==> src/rtl/adder_chk_pkg.sv <==
// Shared definitions for the adder result checker and later adder benches:
// session state encoding, default operand width and fail_vec field layout.
package adder_chk_pkg;

  localparam int DEF_WIDTH = 4;

  typedef enum logic [1:0] {
    IDLE = 2'd0,
    RUN  = 2'd1,
    DONE = 2'd2
  } state_t;

  // fail_vec is packed as {a, b, cin, sum, cout}; these give each field's LSB
  localparam int FV_COUT_POS = 0;
  localparam int FV_SUM_LSB  = 1;

  function automatic int fv_cin_pos(input int w);
    return w + 1;
  endfunction

  function automatic int fv_b_lsb(input int w);
    return w + 2;
  endfunction

  function automatic int fv_a_lsb(input int w);
    return 2 * w + 2;
  endfunction

  function automatic int fv_width(input int w);
    return 3 * w + 2;
  endfunction

endpackage

==> src/rtl/adder_golden.sv <==
// Combinational reference adder: {exp_cout, exp_sum} = a + b + cin evaluated
// at WIDTH+1 bits so the carry out is exact.
module adder_golden
  import adder_chk_pkg::*;
#(
  parameter int WIDTH = DEF_WIDTH
) (
  input  logic [WIDTH-1:0] a,
  input  logic [WIDTH-1:0] b,
  input  logic             cin,
  output logic [WIDTH-1:0] exp_sum,
  output logic             exp_cout
);

  assign {exp_cout, exp_sum} = {1'b0, a} + {1'b0, b} + {{WIDTH{1'b0}}, cin};

endmodule

==> config.mk <==
export PLATFORM = sky130hd
export DESIGN_NAME = adder_golden
export DESIGN_NICKNAME = d
export VERILOG_FILES = /design/src/rtl/adder_chk_pkg.sv /design/src/rtl/adder_golden.sv
export SDC_FILE = /design/constraint.sdc
export NUM_CORES = 1
export LEC_CHECK = 0
export ABC_AREA = 0
export BUFFER_PORTS_ARGS = -buffer_cell sky130_fd_sc_hd__buf_2
export CORE_AREA = 2 2 39 41
export DETAILED_ROUTE_END_ITERATION = 10
export DIE_AREA = 0 0 41 43
export GPL_TIMING_DRIVEN = 0
export PLACE_DENSITY = 0.37
export SYNTH_ARGS = -nofsm -noshare
export SYNTH_HDL_FRONTEND = slang
export SYNTH_SLANG_ARGS = --single-unit
==> constraint.sdc <==
create_clock -name vclk -period 1.7
set_input_delay 0.34 -clock vclk [all_inputs]
set_output_delay 0.34 -clock vclk [all_outputs]
set_load 0.02 [all_outputs]
### Yosys cells after proc, flatten, opt, wreduce, memory -nomap -nowiden

Cells that the tools add are included.

| operators by class | value |
|---|---|
| add/subtract/negate cells | 2 |

Operator list:

| kind | number |
|---|---|
| adder 4 x 4 -> 5 bit | 1 |
| adder 5 x 1 -> 5 bit | 1 |

| word-level totals | value |
|---|---|
| output and inout bits | 5 |
| bits in registers | 0 |

### Logic depth before layout (Yosys ltp)

Gate-level depths: netlist of run 1.

| depth | value |
|---|---|
| depth after elaboration | 2 |
| gate-level depth with buffers | 6 |
| mapped depth without buffers | 6 |

### Least setup slack after synthesis of run 1

No wires, ideal clock.

| timing path | value |
|---|---|
| path kind | input to output |
| start point | input port a[0] |
| end point | output port exp_sum[1] |
| stages on the path | 4 |
| data required time | 1.360 ns |
| path buffers | 0 |
| slack | -0.020 ns |
| arrival | 1.380 ns |
| cells stage by stage | fa_1 -> inv_1 -> fa_1 -> inv_1 |

| on the way | value |
|---|---|
| word-level cells in the longest chain between the ends | 2 |

RTL lines:

| what | line | RTL |
|---|---|---|
| from (decl) | adder_golden.sv:8 | `input logic [WIDTH-1:0] a,` |
| adder 4 x 4 -> 5 bit | adder_golden.sv:15 | `assign {exp_cout, exp_sum} = {1'b0, a} + {1'b0, b} + {{WIDTH{1'b0}}, cin};` |
| adder 5 x 1 -> 5 bit | adder_golden.sv:15 |  |
| to (decl) | adder_golden.sv:11 | `output logic [WIDTH-1:0] exp_sum,` |

No other way between the ends.

### Worst setup path after layout of run 1

| timing path | value |
|---|---|
| start point | input port cin |
| end point | output port exp_sum[1] |

| on the way | value |
|---|---|
| word-level cells in the longest chain between the ends | 1 |

RTL lines:

| what | line | RTL |
|---|---|---|
| from (decl) | adder_golden.sv:10 | `input logic cin,` |
| adder 5 x 1 -> 5 bit | adder_golden.sv:15 |  |

No other way between the ends.

==> results of run 1 <==
-- cell usage after synthesis --
cell type	instances	area share, %
inv_1	4	10
ha_1	3	26
fa_1	2	28
xnor2_1	2	12
a21o_1	1	5.2
a21oi_2	1	6.1
nand2b_1	1	4.4
nor2b_1	1	4.4
o21ai_0	1	3.5
-- cells by family (layout without fill, tap and decap cells) --
group / count (synthesis) / in the layout / share of synthesized area, %
buffers and inverters: 4 / 19 / 10.4
AND/OR/NAND/NOR: 2 / 2 / 8.70
XOR/XNOR: 2 / 2 / 12.2
adder cells (fa/ha/maj): 5 / 5 / 53.9
AO/OA/AOI/OAI: 3 / 3 / 14.8
-- timing repair --
item	4_1_cts	5_1_grt
resized for setup	8	4
pin swaps	1	1
endpoints found under the hold margin	0	0
hold buffers	0	0
endpoints found under the setup margin	4	4
buffers inserted	0	1
-- power groups by stage --
stage               registers [µW]  clock network, µW  logic [µW]
finish                           0                  0         129
global route                     0                  0         142
CTS                              0                  0         117
detailed placement               0                  0         103
global placement                 0                  0         103
floorplan                        0                  0        68.5
-- how the worst max path moves through the flow --
stage | from | to | slack (ps) | cells after the start
final | cin | exp_sum[1] | -120 | 6
after global placement | a[0] | exp_cout | -260 | 8
after floorplan | a[0] | exp_cout | 7 | 6
after CTS | cin | exp_cout | -120 | 8
after global routing | cin | exp_sum[1] | -150 | 6
after detailed placement | a[0] | exp_cout | -260 | 8
-- layer usage --
layer	global-route usage, %	vias up
li1	-	80
met1	7.62	58
met2	4.69	14
met3	0.524	0
met4	0	0
met5	0	-
-- area by class of cell --
type / count / area, µm² / area share (%)
inverter: 4 / 15.0 / 5.41
multi-input combinational: 12 / 141 / 50.9
timing repair buffer: 15 / 101 / 36.5
tap: 16 / 20.0 / 7.21
-- through the flow --
step / hold WS (ps) / worst slack [ps] / power (µW) / utilization, %
after detailed placement: 1070 / -258 / 103 / 16.9
after CTS: 1100 / -123 / 117 / 18.4
final: 1090 / -115 / 129 / 20.1
after floorplan: 933 / 7.13 / 68.5 / -
after global placement: 1060 / -257 / 103 / 16.9
after global routing: 1130 / -148 / 142 / 20.1
==> flow_metrics.tcl, run 1 <==
set metrics [dict create \
    wl_met3_um 70 \
    p_int_uw 64.9 \
    seq_cells 0 \
    met1_length_um 168 \
    synth-warning-count 0 \
    drc_errors 0 \
    path_class "in2out" \
    fillers 156 \
    clock.fmax_mhz 551 \
    antenna_cells 0 \
    hold_depth 3 \
    whs_endpoint "exp_sum[0]" \
    overflow 0 \
    period_minus_slack_ps 1820 \
    hold_class "in2out" \
    post_drt_wl_per_cell_um 7.40 \
    ioPinCount 14 \
    p_sw_uw 63.9 \
    cp_slowest_cell "fa_2" \
    die_w_um 41 \
    start_util_pct 10.4 \
    avgSynthCellArea_um2 8.99 \
    drive_above_1_share_pct 67.7 \
    ir_drop_mv 0.149 \
    setup_ws_ps -115 \
    final_common_cell "buf_2" \
    critPathLaunchType "input port" \
    crit_arrival_ps 1480 \
    power.density_nw_per_um2 464 \
    relSlewSlack_pct 89.0 \
    syn2layout_area_growth_pct 93.0 \
    tightestPinTransition_ps 165 \
    regArea_um2 0 \
    die_h_um 43 \
    setup_viol 4 \
    drtPass1Iterations 1 \
    highest_layer "met3" \
    num_vias 152 \
    outcome "complete, but fails checks" \
    p_leak_uw 0.000150 \
    grt_max_degree 4 \
    violations "negative setup slack" \
    wl_um 348 \
    rsz0062_at_grt "true" \
    cpPeakStageDelay_ps 420 \
    mostFrequentLayoutCells "9 x buf_2, 3 x ha_1, 3 x buf_6, 3 x buf_4" \
    tns_ps -354 \
    synth_nets 30 \
    ys_seq_area_share_pct 0 \
    postRouteAntennaNets 0 \
    min_from "cin" \
    final_nets 47 \
    placementRows 14 \
    path_cells "buf_6 > fa_2 > inv_2 > fa_2 > inv_2 > buf_6" \
    seq_power_share_pct 0 \
    crit_path_max_fanout 2 \
    crit_buf_inv 4 \
    netlist_area_um2 144 \
    finalCritPeriodShare_pct 107 \
    syn_inst 16 \
    dp_cells 46 \
    clkPwrFrac_pct 0 \
    critPathTopFamily "adder cells" \
    place_area_um2 234 \
    port_buffers 14 \
    antenna_found_initial 0 \
    stdcell_area_um2 278 \
    hold_violations 0 \
    wl_met2_um 109 \
    drt-initial-drc-count 0 \
    cp_data_required_time_ps 1360 \
    grtUsageTotal_pct 4.00 \
    die_area_um2 1760 \
    fin_cells 47 \
    clock_buffers 0 \
    core_um2 1380 \
    drv_slew 0 \
    power.share.switching_pct 49.6 \
    yosys.cell_types.count 9 \
    place_congestion 0.637 \
    endpoint_kind "primary output" \
    grt_pass1_vias 136 \
    p_comb_share_pct 100.0 \
    grt_pass1_wl_um 545 \
    viasPerCell 3.23 \
    cap_viol_max_count 0 \
]
Power figures use the tool's default switching activity.
==> inputs of run 2 (changes only) <==
Settings changed: PLACE_DENSITY 0.37 to 0.43.
==> flow_metrics.tcl, run 2 (synthesis gave the netlist of run 1 again) <==
set metrics [dict create \
    postRouteAntennaNets 0 \
    rsz0062_at_grt "true" \
    outcome "complete, but fails checks" \
    placementRows 14 \
    tightestPinTransition_ps 130 \
    grtUsageTotal_pct 3.50 \
    ioPinCount 14 \
    drtPass1Iterations 1 \
    crit_path_max_fanout 2 \
    wl_um 312 \
    die_h_um 43 \
    syn2layout_area_growth_pct 92.2 \
    setup_ws_ps -119 \
    overflow 0 \
    post_drt_wl_per_cell_um 6.64 \
    multi_input_area_um2 134 \
    final_common_cell "buf_2" \
    endpoint_kind "primary output" \
    violations "negative setup slack" \
    die_area_um2 1760 \
    mostFrequentLayoutCells "8 x buf_2, 4 x buf_6, 3 x ha_1, 3 x buf_4" \
    setup_viol 4 \
    viasPerCell 3.30 \
    drt-initial-drc-count 0 \
    hold_class "in2out" \
    path_cells "buf_6 > fa_2 > inv_2 > fa_2 > inv_2 > buf_6" \
    regArea_um2 0 \
    die_w_um 41 \
    grt_pass1_wl_um 462 \
    ctsHoldBuffers 0 \
    cp_slowest_cell "fa_2" \
    clock.fmax_mhz 550 \
    ir_drop_mv 0.0825 \
    grt_pass1_vias 133 \
    critPathLaunchType "input port" \
    crit_arrival_ps 1480 \
    num_vias 155 \
    drc_errors 0 \
    pre_cts_slack_ps -249 \
    seq_cells 0 \
    dp_cells 46 \
    cpPeakStageDelay_ps 430 \
    start_util_pct 10.4 \
    antenna_cells 0 \
    cp_data_required_time_ps 1360 \
    drv_slew 0 \
    clock_buffers 0 \
    fillers 162 \
    period_minus_slack_ps 1820 \
    antenna_found_initial 0 \
    fin_cells 47 \
    final_core_utilization_pct 20.0 \
    final_nets 47 \
    drive_above_1_share_pct 64.5 \
    finalCritPeriodShare_pct 107 \
    power.density_nw_per_um2 449 \
    tns_ps -414 \
    grt_max_degree 4 \
    min_from "cin" \
    place_congestion 0.536 \
    port_buffers 14 \
    fin_hold_ws_ps 1070 \
    cap_viol_max_count 0 \
    path_class "in2out" \
    relSlewSlack_pct 91.2 \
    core_um2 1380 \
    crit_start "a[0]" \
    hold_violations 0 \
    p_leak_uw 0.000146 \
]
-- run 2: cell counts in the layout (fill, tap and decap cells not counted) --
Identical to the previous run, type by type.
-- run 2: repair_timing --
action | 4_1_cts | 5_1_grt
endpoints found under the setup margin | 4 | 4
pin swaps | 1 | 3
setup buffers | 0 | 1
resized for setup | 8 | 4
endpoints found under the hold margin | 0 | 0
-- run 2: power by group --
group          leakage (µW)  internal, µW  total, µW  switching, µW
combinational      0.000146          63.2        124           60.9
clock                     0             0          0              0
sequential                0             0          0              0
-- run 2: final timing paths --
path	to	slack [ps]	depth (start not counted)
setup / recovery	exp_sum[1]	-120	6
hold / removal	exp_sum[0]	1070	3
-- run 2: critical path: cells and delay by family --
kind / cells / cell delay, ps
buffers and inverters: 4 / 320
adders and majority gates: 2 / 810
-- run 2: area by class of cell --
type,instances,area share (%)
well taps,16,7.24
repair buffers,15,38.9
inverters,4,5.43
multi-input cells,12,48.4
-- run 2: routing by layer --
| layer | wire length, µm | track usage [%] |
|---|---|---|
| met1 | 97 | 3.17 |
| met2 | 181 | 7.81 |
| met5 | 0 | 0 |
| met4 | 0 | 0 |
| met3 | 33 | 0 |
-- run 2: per-stage QoR --
step	area, µm²	total power, µW
floorplan	144	68.5
global route	277	138
finish	277	124
detailed placement	234	102
CTS	254	115
global placement	234	102
==> inputs of run 3 (changes only) <==
Settings changed: SETUP_SLACK_MARGIN set to 0.4.
==> flow_metrics.tcl, run 3 (synthesis gave the netlist of run 1 again) <==
set metrics [dict create \
    die_h_um 43 \
    path_cells "buf_6 > fa_2 > inv_2 > fa_2 > inv_2 > buf_6" \
    p_comb_share_pct 100.0 \
    drtPass1Iterations 1 \
    outcome "complete, but fails checks" \
    crit_arrival_ps 1480 \
    wl_met2_um 99 \
    finalCritPeriodShare_pct 107 \
    placementRows 14 \
    wl_met3_um 76 \
    dp_hpwl_um 319 \
    grt_pass1_wl_um 552 \
    port_buffers 14 \
    final_nets 47 \
    endpoint_kind "primary output" \
    cp_data_required_time_ps 1360 \
    place_congestion 0.615 \
    met1_length_um 176 \
    antenna_cells 0 \
    overflow 0 \
    seq_cells 0 \
    crit_path_max_fanout 2 \
    violations "negative setup slack" \
    cp_slowest_cell "fa_2" \
    ir_drop_mv 0.139 \
    path_class "in2out" \
    setup_ws_ps -120 \
    whs_endpoint "exp_sum[0]" \
    grt_max_degree 4 \
    p_sw_uw 66.1 \
    cpPeakStageDelay_ps 430 \
    rsz0062_at_grt "true" \
    start_util_pct 10.4 \
    viasPerCell 3.06 \
    min_from "cin" \
    grt_pass1_vias 131 \
    clock.fmax_mhz 549 \
    hold_depth 3 \
    cap_viol_max_count 0 \
    drc_errors 0 \
    hold_violations 0 \
    critPathLaunchType "input port" \
    post_drt_wl_per_cell_um 7.49 \
    wl_um 352 \
    final_common_cell "buf_2" \
    tns_ps -397 \
    die_w_um 41 \
    mostFrequentLayoutCells "8 x buf_2, 4 x buf_6, 3 x ha_1, 3 x buf_4" \
    syn2layout_area_growth_pct 103 \
    clkPwrFrac_pct 0 \
    fin_hold_ws_ps 1060 \
    clock_buffers 0 \
    p_leak_uw 0.000158 \
    tightestPinTransition_ps 159 \
    highest_layer "met3" \
    seq_power_share_pct 0 \
    setup_viol 4 \
    fillers 155 \
    regArea_um2 0 \
    postRouteAntennaNets 0 \
    drv_slew 0 \
    period_minus_slack_ps 1820 \
    drive_above_1_share_pct 71.0 \
    power.share.switching_pct 47.4 \
    p_int_uw 73.3 \
    ioPinCount 14 \
    die_area_um2 1760 \
    relSlewSlack_pct 89.4 \
    drt-initial-drc-count 0 \
    hold_class "in2out" \
    antenna_found_initial 0 \
    core_um2 1380 \
    power.density_nw_per_um2 478 \
    num_vias 144 \
    grtUsageTotal_pct 4.20 \
]
-- run 3: cell counts in the layout (fill, tap and decap cells not counted) --
Identical to the previous run, type by type.
-- run 3: power groups by stage --
stage                     clock, µW  combinational [µW]  sequential [µW]
after floorplan                   0                81.2                0
after global placement            0                 115                0
after detailed placement          0                 115                0
after CTS                         0                 141                0
after global routing              0                 153                0
final                             0                 139                0
-- run 3: final cells by class --
class | count | area [µm²] | share of cell area, %
repair buffers | 15 | 108 | 36.9
multi-input cells | 12 | 149 | 51.1
well taps | 16 | 20.0 | 6.87
inverters | 4 | 15.0 | 5.15
-- run 3: metal layers --
layer,up-vias,GRT usage [%]
li1,81,-
met1,49,7.30
met2,14,5.63
met3,0,0.524
met4,0,0
met5,-,0
-- run 3: worst max path at each step --
stage          startpoint    endpoint  slack (ps)
6_report              cin  exp_sum[1]        -120
5_1_grt               cin    exp_cout        -160
4_1_cts               cin  exp_sum[1]        -140
3_5_place_dp         a[0]  exp_sum[1]        -180
3_3_place_gp         a[0]  exp_sum[1]        -170
2_1_floorplan        a[0]  exp_sum[1]          60
-- run 3: repair_timing --
item / in CTS / in global routing
setup buffers: 1 / 0
pin swaps: 3 / 2
setup endpoints to repair: 5 / 5
gates resized for setup: 9 / 0
hold buffers: 0 / 0
-- run 3: per-stage QoR --
stage | cell area [µm²] | setup slack, ps | total power (µW) | utilization, % | std cells
CTS | 292 | -143 | 141 | 21.1 | 47
global placement | 254 | -170 | 115 | 18.4 | 46
finish | 292 | -120 | 139 | 21.1 | 47
detailed placement | 254 | -178 | 115 | 18.4 | 46
global route | 292 | -164 | 153 | 21.1 | 47
floorplan | 164 | 58.9 | 81.2 | - | 16
-- run 3: critical path, delay by kind of cell --
kind	cells	cell delay, ps
fa+ha+maj	2	820
buf+inv	4	310
